## src/rtl/obuf_ctrl.sv

```systemverilog
// obuf_ctrl -- output-buffer controller for one router output port.
//
// The flit picked by this output's arbiter is written into a small FIFO,
// and the FIFO head is sent downstream over a valid/ready link.
// obuf_rdy, link_vld and link_payload are decoded from registers only, so
// there is no combinational path from arb_gnt or link_rdy to any output.
// A flit pushed in cycle t is presented downstream in cycle t+1.
//
// Parameters
//   PYLD_W        payload width in bits (default `PKT_W)
//   DEPTH         FIFO entries, a power of two >= 2
//
// Ports
//   clk           single clock, rising edge
//   rst_n         asynchronous active-low reset (count and pointers only)
//   arb_gnt[4:0]  one-hot grant, bit d selects payload_in slice d
//                 (bit positions per `DIR_N/`DIR_S/`DIR_E/`DIR_W/`DIR_B)
//   payload_in    five payloads, slice [d*PYLD_W +: PYLD_W] for direction d
//   obuf_rdy      one flit can be accepted this cycle
//   link_vld      downstream valid
//   link_rdy      downstream ready
//   link_payload  downstream flit, driven from the FIFO head
//   stall_cnt     (only with OBUF_STALL_CNT_EN) saturating count of cycles
//                 with link_vld=1 and link_rdy=0
//
// Build option: define OBUF_STALL_CNT_EN to add the stall_cnt port.

`ifndef PKT_W
`define PKT_W 8
`endif
`ifndef DIR_N
`define DIR_N 0
`endif
`ifndef DIR_S
`define DIR_S 1
`endif
`ifndef DIR_E
`define DIR_E 2
`endif
`ifndef DIR_W
`define DIR_W 3
`endif
`ifndef DIR_B
`define DIR_B 4
`endif

module obuf_ctrl #(
    parameter int PYLD_W = `PKT_W,
    parameter int DEPTH  = 2
) (
    input  logic                  clk,
    input  logic                  rst_n,
    input  logic [4:0]            arb_gnt,
    input  logic [5*PYLD_W-1:0]   payload_in,
    output logic                  obuf_rdy,
    output logic                  link_vld,
    input  logic                  link_rdy,
    output logic [PYLD_W-1:0]     link_payload
`ifdef OBUF_STALL_CNT_EN
    ,
    output logic [15:0]           stall_cnt
`endif
);

    localparam int             AW      = $clog2(DEPTH);
    localparam logic [AW:0]    DEPTH_C = (AW+1)'(DEPTH);

    logic [AW-1:0]      wr_ptr_q, wr_ptr_d;
    logic [AW-1:0]      rd_ptr_q, rd_ptr_d;
    logic [AW:0]        count_q, count_d;
    logic [PYLD_W-1:0]  mem_q [DEPTH];

    logic [4:0]         gnt_low;
    logic [PYLD_W-1:0]  masked [5];
    logic [PYLD_W-1:0]  sel_payload;
    logic               push;
    logic               pop;

    // Isolate the lowest set grant bit so a malformed multi-hot grant still
    // selects exactly one slice, deterministically.
    assign gnt_low = arb_gnt & (~arb_gnt + 5'd1);

    generate
        for (genvar gi = 0; gi < 5; gi++) begin : g_mask
            assign masked[gi] = payload_in[gi*PYLD_W +: PYLD_W] & {PYLD_W{gnt_low[gi]}};
        end
    endgenerate

    always_comb begin
        sel_payload = '0;
        for (int d = 0; d < 5; d++) begin
            sel_payload = sel_payload | masked[d];
        end
    end

    // All three outputs come straight from state; a pop while full does not
    // open obuf_rdy until the following cycle.
    assign obuf_rdy     = (count_q < DEPTH_C);
    assign link_vld     = (count_q != '0);
    assign link_payload = mem_q[rd_ptr_q];

    assign push = (|arb_gnt) & obuf_rdy;
    assign pop  = link_vld & link_rdy;

    always_comb begin
        wr_ptr_d = wr_ptr_q;
        rd_ptr_d = rd_ptr_q;
        count_d  = count_q;
        // Pointers are AW bits wide, so wrapping modulo DEPTH is implicit.
        if (push) begin
            wr_ptr_d = wr_ptr_q + 1'b1;
        end
        if (pop) begin
            rd_ptr_d = rd_ptr_q + 1'b1;
        end
        case ({push, pop})
            2'b10:   count_d = count_q + 1'b1;
            2'b01:   count_d = count_q - 1'b1;
            default: count_d = count_q;
        endcase
    end

    always_ff @(posedge clk or negedge rst_n) begin
        if (!rst_n) begin
            wr_ptr_q <= '0;
            rd_ptr_q <= '0;
            count_q  <= '0;
        end else begin
            wr_ptr_q <= wr_ptr_d;
            rd_ptr_q <= rd_ptr_d;
            count_q  <= count_d;
        end
    end

    // Storage is deliberately not reset; its contents are only observed
    // while link_vld is high.
    always_ff @(posedge clk) begin
        if (push) begin
            mem_q[wr_ptr_q] <= sel_payload;
        end
    end

`ifdef OBUF_STALL_CNT_EN
    logic [15:0] stall_cnt_q, stall_cnt_d;

    always_comb begin
        stall_cnt_d = stall_cnt_q;
        if (link_vld && !link_rdy && (stall_cnt_q != 16'hFFFF)) begin
            stall_cnt_d = stall_cnt_q + 16'd1;
        end
    end

    always_ff @(posedge clk or negedge rst_n) begin
        if (!rst_n) begin
            stall_cnt_q <= '0;
        end else begin
            stall_cnt_q <= stall_cnt_d;
        end
    end

    assign stall_cnt = stall_cnt_q;
`endif

endmodule
```

## config.mk

```make
export PLATFORM = sky130hd
export DESIGN_NAME = obuf_ctrl
export DESIGN_NICKNAME = d
export VERILOG_FILES = /design/src/rtl/obuf_ctrl.sv
export SDC_FILE = /design/constraint.sdc
export NUM_CORES = 1
export LEC_CHECK = 0
export ABC_CLOCK_PERIOD_IN_PS = 1300
export CORE_MARGIN = 2
export CORE_UTILIZATION = 36
export CTS_BUF_LIST = sky130_fd_sc_hd__clkbuf_8
export CTS_CLUSTER_SIZE = 28
export DETAILED_ROUTE_END_ITERATION = 12
export PLACE_DENSITY = 0.84
export SLEW_MARGIN = 20
export SYNTH_ARGS = -nofsm -noshare
export SYNTH_HDL_FRONTEND = slang
export SYNTH_SLANG_ARGS = --single-unit
export TNS_END_PERCENT = 30
```

## constraint.sdc

```tcl
create_clock -name clk -period 1.3 [get_ports clk]
set_input_delay 0.195 -clock clk [delete_from_list [all_inputs] [get_ports clk]]
set_output_delay 0.195 -clock clk [all_outputs]
set_load 0.005 [all_outputs]
```

* Word level (Yosys, flattened, before mapping)
Memory sizes are Yosys's and may differ from the RTL's.
Index checks and enable logic that the tools add are counted.
W data, S select, Z words.
** Word-level totals
- Input port bits :: 48
- Memories kept :: 1
- Flip-flop bits (word level) :: 4
- Output and inout port bits :: 10
- Memory bits (writable) :: 16
** Memory list
- mem_q :: depth 2, width 8, read ports 1, clocked after Yosys merged registers in 0, wr ports 1, RTL line 71 : logic [PYLD_W-1:0] mem_q [DEPTH];
** Operators by class
- Order comparisons :: 1
- Reductions and logical operators :: 3
- Add/sub/neg operators :: 5
- Muxes and demuxes :: 3
- Equality and inequality tests :: 2
- Bitwise gates (word level) :: 13
** Operator list (number)
- $and A8 B8 Y8 :: 5
- $or A8 B8 Y8 :: 4
- $add A5 B1 Y5 const B :: 1
- $and A5 B5 Y5 :: 1
- $not A5 Y5 :: 1
- $reduce_or A5 Y1 :: 1
- $pmux W2 S2 :: 1
- $reduce_bool A2 Y1 :: 2
- $add A1 B1 Y1 const B :: 2
- $add A2 B1 Y2 const B :: 1
- $and A1 B1 Y1 :: 2
- $eq A2 B1 Y1 const B :: 1
- $eq A2 B2 Y1 const B :: 1
- $lt A2 B2 Y1 const B :: 1
- $mux W1 :: 2
- $sub A2 B1 Y2 const B :: 1

* Depth between registers and ports, before layout
- Word-level depth :: 8
- Mapped depth :: 8
- Mapped depth without buffers :: 6

* Least setup slack after synthesis
No wires, ideal clock.
- Path kind :: input -> register
- Start :: input port arb_gnt[1]
- End :: register count_q[1]
- Stages :: 7
- Required time :: 1.220 ns
- Buffers on the path :: 2
- Slack :: -0.339 ns
- Data arrival time :: 1.559 ns
- Cells stage by stage :: buf_6 or3_1 buf_6 o31ai_4 ha_1 nor2_1 xnor2_1
** Between the ends
- Word-level cells in the longest chain between the ends :: 4
** RTL lines
- start, declared :: RTL line 53 : input logic [4:0] arb_gnt,
- $reduce_or A5 Y1 (*) :: RTL line 102 : assign push = (|arb_gnt) & obuf_rdy;
- $and A1 B1 Y1 (*) :: RTL line 102
- $eq A2 B1 Y1 / $eq A2 B2 Y1 (equally long branches) :: RTL line 116 : case ({push, pop})
- $pmux W2 S2 / $reduce_bool A2 Y1 (equally long branches)
- end signal, assigned :: RTL line 131 : count_q <= count_d;
- end, declared :: RTL line 70 : logic [AW:0] count_q, count_d;
Every way passes the cells marked *; elsewhere a longest branch is shown, timed or not.
A chain may end at the register's enable or synchronous reset.

* Worst setup path after layout
- Start :: register rd_ptr_q
- End :: output port link_payload[2]
** Between the ends
- Word-level cells in the longest chain between the ends :: 1
** RTL lines
- start, declared :: RTL line 69 : logic [AW-1:0] rd_ptr_q, rd_ptr_d;
- start signal, assigned :: RTL line 130 : rd_ptr_q <= rd_ptr_d;
- $mem_v2 Z2 W8
- end, declared :: RTL line 58 : output logic [PYLD_W-1:0] link_payload
Every way passes these cells.

==> summary.txt <==
Yosys
  – Ys flop type: edfxtp_1
  – Syn Area/Cell: roughly 13 um2
  – Net Count, Synth: approximately 130
  – EDFF count, synth: 16
  – Synthesized area: around 1100 um2
  – Register area share after synthesis: 53.6%
  – Ys Warns: 0
  – Flop and latch count out of synthesis: 20
  – Synth cell types: 21
  – Post-synthesis cell count: 84
  – FFs w/ async S/R, synth: between 20% and 30%

Min path
  – HP Class: in -> async

Final layout
  – Layout cells sized above 1: a little over a third
  – Fillers: between 200 and 250
  – Area Growth Syn to Fin: 71.7%
  – Finished Layout Cells: ~180
  – Final core occ: 66.2%
  – N_diodes: 0
  – Fin area: roughly 1900 um2
  – # nets final: slightly above 200

Timing
  – Final setup margin: -0.0983 ns
  – Final clock skew: between 0.004 and 0.005 ns
  – Final period util: 108%
  – Endpoints failing hold: 0
  – Max-slew violations: 0
  – Final setup TNS: -1.34 ns
  – Number of endpoints failing setup at the final stage: 17
  – Max Clock Freq: between 0.7 and 0.8 GHz
  – Slew @ Worst Pin: about 0.35 ns
  – RSZ-0062 raised after global routing: yes
  – Tmin final: about 1.4 ns
  – Rel. slew slack: around three quarters

Floorplanning
  – Core area: around 2800 um2
  – Starting density of the core: 38.6%
  – DIE AREA: around 3500 um2
  – Die height: 58.8 um
  – I/O pin total: 58
  – Horiz. Die Dim: 58.8 um
  – Num rows: 19

Power and ir drop
  – LEAKAGE: about 0.00071 uW
  – Maximum VDD drop: roughly 700 uV
  – PwrDens: between 1500 and 2000 nW/um2

Clock tree
  – H-tree depth: 1
  – Clk root buf: clkbuf_8
  – Clk slew on worst S/H paths: about 0.07 ns
  – Cts bufs inserted: 3
  – Bufs on Longest Clock Path: 2
  – CTS tree: done
  – Worst-skew pair later-pin latency: 0.25 ns
  – # clock sinks: 20

Setup path
  – Slowest CP cell: dfrtp_2
  – Buf/Inv on CP: 2
  – Reg-to-reg startpoint: count_q[0]
  – Highest cell delay on the worst timing path: about 0.38 ns
  – CP max FO: 5
  – CP Cell Sequence: buf_6, mux2_2, buf_2
  – WP data required: 1.11 ns
  – WP data arrival: ~1.2 ns
  – Setup crit end kind: output port
  – Crit path kind: reg -> out
  – Crit path max-delay family: flip-flops
  – RR Endpoint: count_q[1]
  – Worst R2R Setup Slack: -0.09 ns
  – R2R cell count: 6
  – CP Launch Type: flip-flop

Route
  – Vias per inst: roughly 5.3
  – Final wirelength: about 2900 um
  – DR vias: 981
  – Detail Route Antenna Nets: 0
  – DRT iter0 DRCs: 15
  – Number of remaining DRC errors: 2
  – Pre-antenna DRT Iters: 8
  – Per-cell routed wire length: roughly 16 um

Global route
  – Total gr overflow: 0
  – Initial antenna violation count: 0
  – Global-route wire length before repair: slightly below 5000 um
  – Largest net degree at the start of global routing: 17
  – Vias in the first global route: approximately 1.1k
  – All-Layer GR Usage: about a fifth

Placed design
  – IO buf count: between 50 and 60
  – Post-placement setup slack: -0.743 ns
  – Placed cell count: about 170
  – DP HPWL: ~2300 um
  – Placer Congestion: between 0.7 and 0.8
  – Placement Cell Area: roughly 1700 um2

Status
  – Violated checks: DRC, setup timing
  – Status: finished, violations left

Job
  – Max cap viols: 0
[what timing repair did]
item                                    4_1_cts  5_1_grt
cloned                                        0        0
pin swaps                                     8        1
resized for setup                            61        9
buffers inserted                              5        1
endpoints found under the setup margin       45       31
hold buffers                                  0        0
[synth_stat cells, types with 2 or more instances]
library cell	number	area, um2
nor2b_1	9	56.3
a22oi_1	8	60.1
a221oi_1	8	70.1
nor2_1	3	11.3
edfxtp_1	16	480
dfrtp_1	4	100
o22ai_1	8	50.1
inv_1	2	7.51
buf_6	2	22.5
clkbuf_1	3	11.3
mux2_2	8	90.1
xnor2_1	4	35.0
[how the worst max path moves through the flow]
stage                     slack [ns]               to  startpoint  cells after the start
after global placement         -0.68       count_q[1]  arb_gnt[0]                      7
after floorplan                -0.34       count_q[1]  arb_gnt[1]                      8
after detailed placement       -0.74       count_q[1]  arb_gnt[0]                      7
after CTS                      -0.19  link_payload[5]    rd_ptr_q                      3
final                           -0.1  link_payload[2]    rd_ptr_q                      3
after global routing           -0.14  link_payload[5]    rd_ptr_q                      3
[routing by layer]
metal	up-vias	GRT usage (%)	wire, um
met1	452	20.8	1140
li1	467	-	-
met3	10	1.54	176
met2	52	35.1	1520
met4	0	10.7	106
met5	-	0	0
[cell families after synthesis]
kind of cell | Yosys count | share of synthesized area (%)
adder cells (fa/ha/maj) | 1 | 1.16
buffers and inverters | 9 | 5.43
multiplexers | 8 | 8.32
AND/OR/NAND/NOR | 16 | 8.79
XOR/XNOR | 5 | 4.05
AO/OA/AOI/OAI | 25 | 18.6
flip-flops | 20 | 53.6
[power breakdown]
group | leakage [uW] | switching [uW] | internal (uW) | total (uW)
logic | 0.000476 | 608 | 903 | 1510
registers | 0.000195 | 104 | 975 | 1080
clock network | 0.0000357 | 190 | 410 | 601
total | 0.000706 | 902 | 2290 | 3190
[layout make-up]
type                       instances  area, um2  area share, %
clock buffer                       3       41.3           2.22
inverter                           2       7.51          0.404
timing repair buffer              72        648           34.9
multi-input combinational         55        510           27.5
tap                               31       38.8           2.09
sequential                        20        582           31.3
clock inverter                     1       30.0           1.62
[per-stage QoR]
step	power, uW	hold slack [ns]
2_1_floorplan	1710	-0.101
3_3_place_gp	2310	0.413
3_5_place_dp	2380	0.425
4_1_cts	3150	0.145
5_1_grt	3370	0.156
6_report	3190	0.145
[layout by cell type (no fill, tap or decap), types with 2 or more instances in the layout]
master	instances
a221oi_1	8
nor2_4	2
buf_4	12
o22ai_2	2
clkbuf_8	3
buf_6	5
xnor2_1	3
dfrtp_1	3
a22oi_1	8
edfxtp_1	16
nor2b_1	8
o22ai_1	6
clkdlybuf4s50_1	42
buf_2	6
mux2_2	8
clkbuf_2	4
[state kept, by name, indices dropped and copies added, names as in the netlist]
| signal | count |
|---|---|
| mem_q | 16 |
| rd_ptr_q | 1 |
| wr_ptr_q | 1 |
| count_q | 2 |
[worst reg2reg max path: cells and delay by family, from the launching register on]
kind / cells / cell delay (ns)
and+or+nand+nor: 3 / 0.47
DFF: 1 / 0.39
xor gates and xnor gates: 2 / 0.27
adders and majority gates: 1 / 0.16
No activity file was read; power rests on OpenSTA's default activity.
